$ cat config.mk
export PLATFORM = sky130hd
export DESIGN_NAME = cordic_iter_engine
export DESIGN_NICKNAME = d
export VERILOG_FILES = /design/src/rtl/cordic_iter_engine.sv
export SDC_FILE = /design/constraint.sdc
export NUM_CORES = 1
export LEC_CHECK = 0
export ABC_AREA = 1
export BUFFER_PORTS_ARGS = -buffer_cell sky130_fd_sc_hd__buf_2
export CELL_PAD_IN_SITES_DETAIL_PLACEMENT = 0
export CELL_PAD_IN_SITES_GLOBAL_PLACEMENT = 1
export CORE_UTILIZATION = 39
export CTS_BUF_LIST = sky130_fd_sc_hd__clkbuf_16
export DETAILED_ROUTE_END_ITERATION = 12
export PLACE_DENSITY = 0.86
export REMOVE_ABC_BUFFERS = 1
export SYNTH_ARGS = -nofsm -noshare
export SYNTH_HDL_FRONTEND = slang
export SYNTH_SLANG_ARGS = --single-unit
$ cat constraint.sdc
create_clock -name CLK -period 6.4 [get_ports CLK]
set_input_delay 0 -clock CLK [delete_from_list [all_inputs] [get_ports CLK]]
set_output_delay 0 -clock CLK [all_outputs]
set_load 0.05 [all_outputs]
$ cat src/rtl/cordic_iter_engine.sv
`default_nettype none
// ============================================================================
// Module   : cordic_iter_engine
// Purpose  : Folded circular-coordinate CORDIC engine. A single micro-rotation
//            datapath is reused for ITER clocks per operation. It supports
//            rotation mode (drive z to 0) and vectoring mode (drive y to 0).
//            Results carry the CORDIC gain K (about 1.64676) and are not
//            compensated for it.
// Ports    : CLK        - clock, rising edge
//            RESET_n    - asynchronous active-low reset
//            in_valid   - operands valid      / in_ready  - engine idle
//            mode       - 0 rotation, 1 vectoring (sampled on accept)
//            x_in/y_in/z_in    - Q2.(WIDTH-2) operands, angle in radians
//            out_valid  - result valid        / out_ready - result taken
//            x_out/y_out/z_out - results truncated back to WIDTH
//            busy       - operation in flight or result pending
// Revision : 1.0 - initial release
// ============================================================================
module cordic_iter_engine #(
    parameter int WIDTH = 16,
    parameter int ITER  = 14,
    parameter int EXTRA = 2
) (
    input  logic             CLK,
    input  logic             RESET_n,
    input  logic             in_valid,
    output logic             in_ready,
    input  logic             mode,
    input  logic [WIDTH-1:0] x_in,
    input  logic [WIDTH-1:0] y_in,
    input  logic [WIDTH-1:0] z_in,
    output logic             out_valid,
    input  logic             out_ready,
    output logic [WIDTH-1:0] x_out,
    output logic [WIDTH-1:0] y_out,
    output logic [WIDTH-1:0] z_out,
    output logic             busy
);

    localparam int IW   = WIDTH + EXTRA;       // internal datapath width
    localparam int FRAC = WIDTH - 2 + EXTRA;   // fractional bits internally
    localparam int CW   = $clog2(ITER);        // iteration counter width

    localparam logic [1:0] c_st_idle = 2'd0;
    localparam logic [1:0] c_st_run  = 2'd1;
    localparam logic [1:0] c_st_done = 2'd2;

    // atan(2^-i) in radians; only evaluated at elaboration to build the ROM.
    function automatic real atan_pow2(input int i);
        case (i)
            0:       return 0.7853981633974483;
            1:       return 0.4636476090008061;
            2:       return 0.24497866312686414;
            3:       return 0.12435499454676144;
            4:       return 0.06241880999595735;
            5:       return 0.031239833430268277;
            6:       return 0.015623728620476831;
            7:       return 0.007812341060101111;
            8:       return 0.0039062301319669718;
            9:       return 0.0019531225164788188;
            10:      return 0.0009765621895593195;
            11:      return 0.0004882812111948983;
            12:      return 0.00024414062014936177;
            13:      return 0.00012207031189367021;
            14:      return 0.00006103515617420877;
            15:      return 0.000030517578115526096;
            default: return 0.0;
        endcase
    endfunction

    logic [1:0]           r_state;
    logic [1:0]           w_state_nxt;
    logic signed [IW-1:0] r_x, r_y, r_z;
    logic [CW-1:0]        r_iter;
    logic                 r_mode;

    logic [IW-1:0]        w_rom [0:(1<<CW)-1];
    logic signed [IW-1:0] w_x_sh, w_y_sh, w_ang;
    logic signed [IW-1:0] w_x_nxt, w_y_nxt, w_z_nxt;
    logic                 w_d_pos;
    logic                 w_last;

    // Angle ROM, rounded to nearest at the internal precision. The table is
    // padded to a power of two so the counter indexes it without range issues.
    for (genvar k = 0; k < (1 << CW); k++) begin : g_rom
        if (k < ITER) begin : g_used
            localparam int c_ang = $rtoi(atan_pow2(k) * (2.0 ** FRAC) + 0.5);
            assign w_rom[k] = IW'(c_ang);
        end else begin : g_pad
            assign w_rom[k] = '0;
        end
    end

    assign w_last = (r_iter == CW'(ITER - 1));
    assign w_ang  = $signed(w_rom[r_iter]);
    assign w_x_sh = r_x >>> r_iter;
    assign w_y_sh = r_y >>> r_iter;

    // d = +1: rotation drives z toward 0 from above, vectoring lifts a
    // negative y toward 0.
    assign w_d_pos = r_mode ? r_y[IW-1] : ~r_z[IW-1];

    assign w_x_nxt = w_d_pos ? (r_x - w_y_sh) : (r_x + w_y_sh);
    assign w_y_nxt = w_d_pos ? (r_y + w_x_sh) : (r_y - w_x_sh);
    assign w_z_nxt = w_d_pos ? (r_z - w_ang)  : (r_z + w_ang);

    // State register
    always_ff @(posedge CLK or negedge RESET_n) begin
        if (!RESET_n) r_state <= c_st_idle;
        else          r_state <= w_state_nxt;
    end

    // Next-state logic
    always_comb begin
        w_state_nxt = r_state;
        case (r_state)
            c_st_idle: if (in_valid)  w_state_nxt = c_st_run;
            c_st_run:  if (w_last)    w_state_nxt = c_st_done;
            c_st_done: if (out_ready) w_state_nxt = c_st_idle;
            default:                  w_state_nxt = c_st_idle;
        endcase
    end

    // Datapath registers
    always_ff @(posedge CLK or negedge RESET_n) begin
        if (!RESET_n) begin
            r_x    <= '0;
            r_y    <= '0;
            r_z    <= '0;
            r_iter <= '0;
            r_mode <= 1'b0;
        end else begin
            case (r_state)
                c_st_idle: begin
                    if (in_valid) begin
                        r_x    <= IW'($signed(x_in)) <<< EXTRA;
                        r_y    <= IW'($signed(y_in)) <<< EXTRA;
                        r_z    <= IW'($signed(z_in)) <<< EXTRA;
                        r_mode <= mode;
                        r_iter <= '0;
                    end
                end
                c_st_run: begin
                    r_x <= w_x_nxt;
                    r_y <= w_y_nxt;
                    r_z <= w_z_nxt;
                    if (!w_last) r_iter <= r_iter + 1'b1;
                end
                default: ;
            endcase
        end
    end

    assign in_ready  = (r_state == c_st_idle);
    assign out_valid = (r_state == c_st_done);
    assign busy      = (r_state != c_st_idle);

    // Dropping the guard bits is the arithmetic shift right by EXTRA.
    assign x_out = r_x[IW-1:EXTRA];
    assign y_out = r_y[IW-1:EXTRA];
    assign z_out = r_z[IW-1:EXTRA];

endmodule
`default_nettype wire

==> out/qor.yml <==
outcome: "completed"
setup_viol: 0
synthCells: 1321
grt_util_all_layers: 0.2365
cts-root-buf: "clkbuf_16"
cts.clk_slew.worst_paths_ns: 0.05
critPathRequiredTime_ns: 6.63
routed-wl-met2_um: 11310
ys_ff_latch: 61
multi_input_area_um2: 5769
dieArea_um2: 21890
wl_met1_um: 12810
setup_tns_ns: 0
cts_tree: "done"
synth-edff-count: 0
vias_per_cell: 5.181
synth.avg_cell_area_um2: 6.290
netlist_area_um2: 8309
core_area_um2: 20960
tightest_slew_ns: 0.9018
htree_num_levels: 3
drt-initial-drc-count: 459
grt_pass1_wl_um: 41250
layout.nets: 1511
rsz0062_at_grt: "false"
placedCellCount: 1609
cts_buffer_depth: 2
diodes: 0
path_class: "reg -> reg"
grt_overflow: 0
cap_violations: 0
clk_latency_ns: 0.35
drv_slew: 0
hold_viol_final: 0
grt_pass1_vias: 8266
crit_path_end_kind: "register"
synth_top_flop_cell: "dfrtp_1"
path_max_fanout: 20
slew_headroom: 0.3979
drc_errors: 0
synthTopCellsByArea: "dfrtp_1 (18%), nand2_1 (17%), nand3_1 (9.8%), ha_1 (9.2%), a21oi_1 (6.3%)"
numClockSinks: 61
worstPathArrival_ns: 4.80
syn_to_final_growth_pct: 13.15
finalClockSkew_ns: 0.01077
finalCritPeriodShare: 0.7135
finalCriticalPeriod_ns: 4.566
start_util: 0.3965
synth_warnings: 0
instances_no_fill: 1674
via_count: 8673
yosysTopAreaCellShare: 0.1837
dp_hpwl_um: 18890
antenna_left: 0
async_reset_ff_frac: 1.000
startpoint_type: "register"
seqCellArea_um2: 1526
top_layer: "met4"
gp_congestion: 0.9206
ys_types: 48
portBuffers: 103
fmax_ghz: 0.2190
final_layout_size_suffix_gt1_frac: 0.1201
yosys.area.top_type: "dfrtp_1"
wire_per_inst_um: 15.22
fillers: 2261
die_h_um: 148.0
routed_wl_um: 25480
boundaryPins: 104
met3WireLength_um: 983
seq_area_frac_synth: 0.1837
grt_start_max_net_pins: 62
cts_buffers: 9
cts_setup_buffers: 0
hp-class: "in -> reg"
die_w_um: 148.0
rows: 53
firstDrtPassIters: 5
antenna_found_initial: 0
-- through the flow --
| step | hold WS, ns | utilization | worst slack (ns) | cell area, um2 |
|---|---|---|---|---|
| final | 0.02584 | 0.4487 | 1.834 | 9402 |
| after global routing | 0.07064 | 0.4487 | 1.342 | 9402 |
| after CTS | 0.01753 | 0.4487 | 1.903 | 9402 |
| after detailed placement | 0.2072 | 0.4105 | 1.929 | 8602 |
| after global placement | 0.2066 | 0.4105 | 1.985 | 8602 |
| after floorplan | -0.2956 | - | 1.809 | 7645 |
-- repair_timing --
action                                 CTS  global route
hold buffers                            49             0
resized for setup                        0             0
endpoints found under the hold margin  109             0
-- final cells by class --
type,count,area share
inverter,97,0.03873
sequential,61,0.1624
tap,275,0.03660
multi-input combinational,1062,0.6137
timing repair buffer,163,0.1158
clock buffer,9,0.02396
clock inverter,7,0.008917
-- worst paths after layout --
kind	end	slack (ns)	startpoint	cells past startpoint
worst min-delay path	r_mode$_DFFE_PN0P_	0.03	in_valid	5
worst max register to register	r_y[17]$_DFFE_PN0P_	1.83	r_iter[2]$_DFFE_PN0P_	25
worst max-delay path	r_y[17]$_DFFE_PN0P_	1.83	r_iter[2]$_DFFE_PN0P_	25
max in group asynchronous	r_x[11]$_DFFE_PN0P_	5.46	RESET_n	3
min in group asynchronous	r_state[1]$_DFFE_PN0P_	0.38	RESET_n	3
worst min register to register	r_z[10]$_DFFE_PN0P_	0.52	r_z[10]$_DFFE_PN0P_	2
-- kinds of logic (layout without fill, tap and decap cells) --
family,Yosys count,after routing,share of synthesized area
adder cells (fa/ha/maj),64,64,0.09908
AND/OR/NAND/NOR,682,682,0.3474
AO/OA/AOI/OAI,239,239,0.1640
flip-flops,61,61,0.1837
buffers and inverters,198,276,0.1238
XOR/XNOR,77,77,0.08207
-- cell usage after synthesis, types with 9 or more instances --
library cell / n
a21oi_1: 104
buf_2: 9
buf_4: 53
buf_6: 10
clkbuf_1: 23
dfrtp_1: 61
ha_1: 61
inv_1: 89
nand2_1: 373
nand3_1: 163
nor2_1: 100
nor3_1: 15
o21ai_0: 67
o22ai_1: 10
xnor2_1: 23
xor2_1: 53
-- cell usage in the layout (no fill, tap or decap), drive strengths merged, types with 2 or more instances in the layout --
cell type,netlist,layout
bufinv,0,2
dlygate4sd3,0,49
a21boi,4,4
fa,3,3
a22o,2,2
o21ai,75,75
nand2,378,378
o311ai,4,4
nand3b,2,2
a21o,5,5
nand4,3,3
a21oi,111,111
inv,97,100
ha,61,61
nand3,166,166
buf,78,114
clkbuf,23,9
o221ai,2,2
xnor2,23,23
dfrtp,61,61
xor2,54,54
o21bai,2,2
a211oi,2,2
o22ai,10,10
nor2,106,106
o211ai,6,6
o31ai,8,8
nor3,17,17
or2,7,7
o21a,2,2
a31oi,5,5
-- routing by layer --
metal  up-vias  global-route usage
met5         -                   0
met4         0             0.07010
met3        21             0.02531
met2       186              0.3793
met1      3967              0.3321
li1       4499                   -
-- registers in the layout, summed over array words and instances (netlist names) --
name	count
r_mode	1
r_state	2
r_z	18
r_y	18
r_iter	4
r_x	18
-- worst max-delay path, stage by stage, from the launching register on --
cell	delay, ns
dfrtp_1	0.64
buf_4	0.34
nor2_1	0.12
nand2_1	0.15
nor2_1	0.07
nor2_1	0.13
nand2_1	0.11
a21oi_4	0.16
ha_1	0.20
nand3_1	0.08
nand2_1	0.09
nand2_1	0.12
a21oi_2	0.19
nand2_1	0.11
nor2_1	0.13
xnor2_1	0.08
ha_1	0.31
inv_1	0.08
nor3_1	0.30
nand2_1	0.08
o311ai_0	0.59
inv_1	0.08
nand2_1	0.08
nand3_1	0.06
nand2_1	0.09
nand2_1	0.05
Power is left out: the tool's default activity adds up to more than one toggle a clock period on the data nets, which glitch-free logic cannot reach.
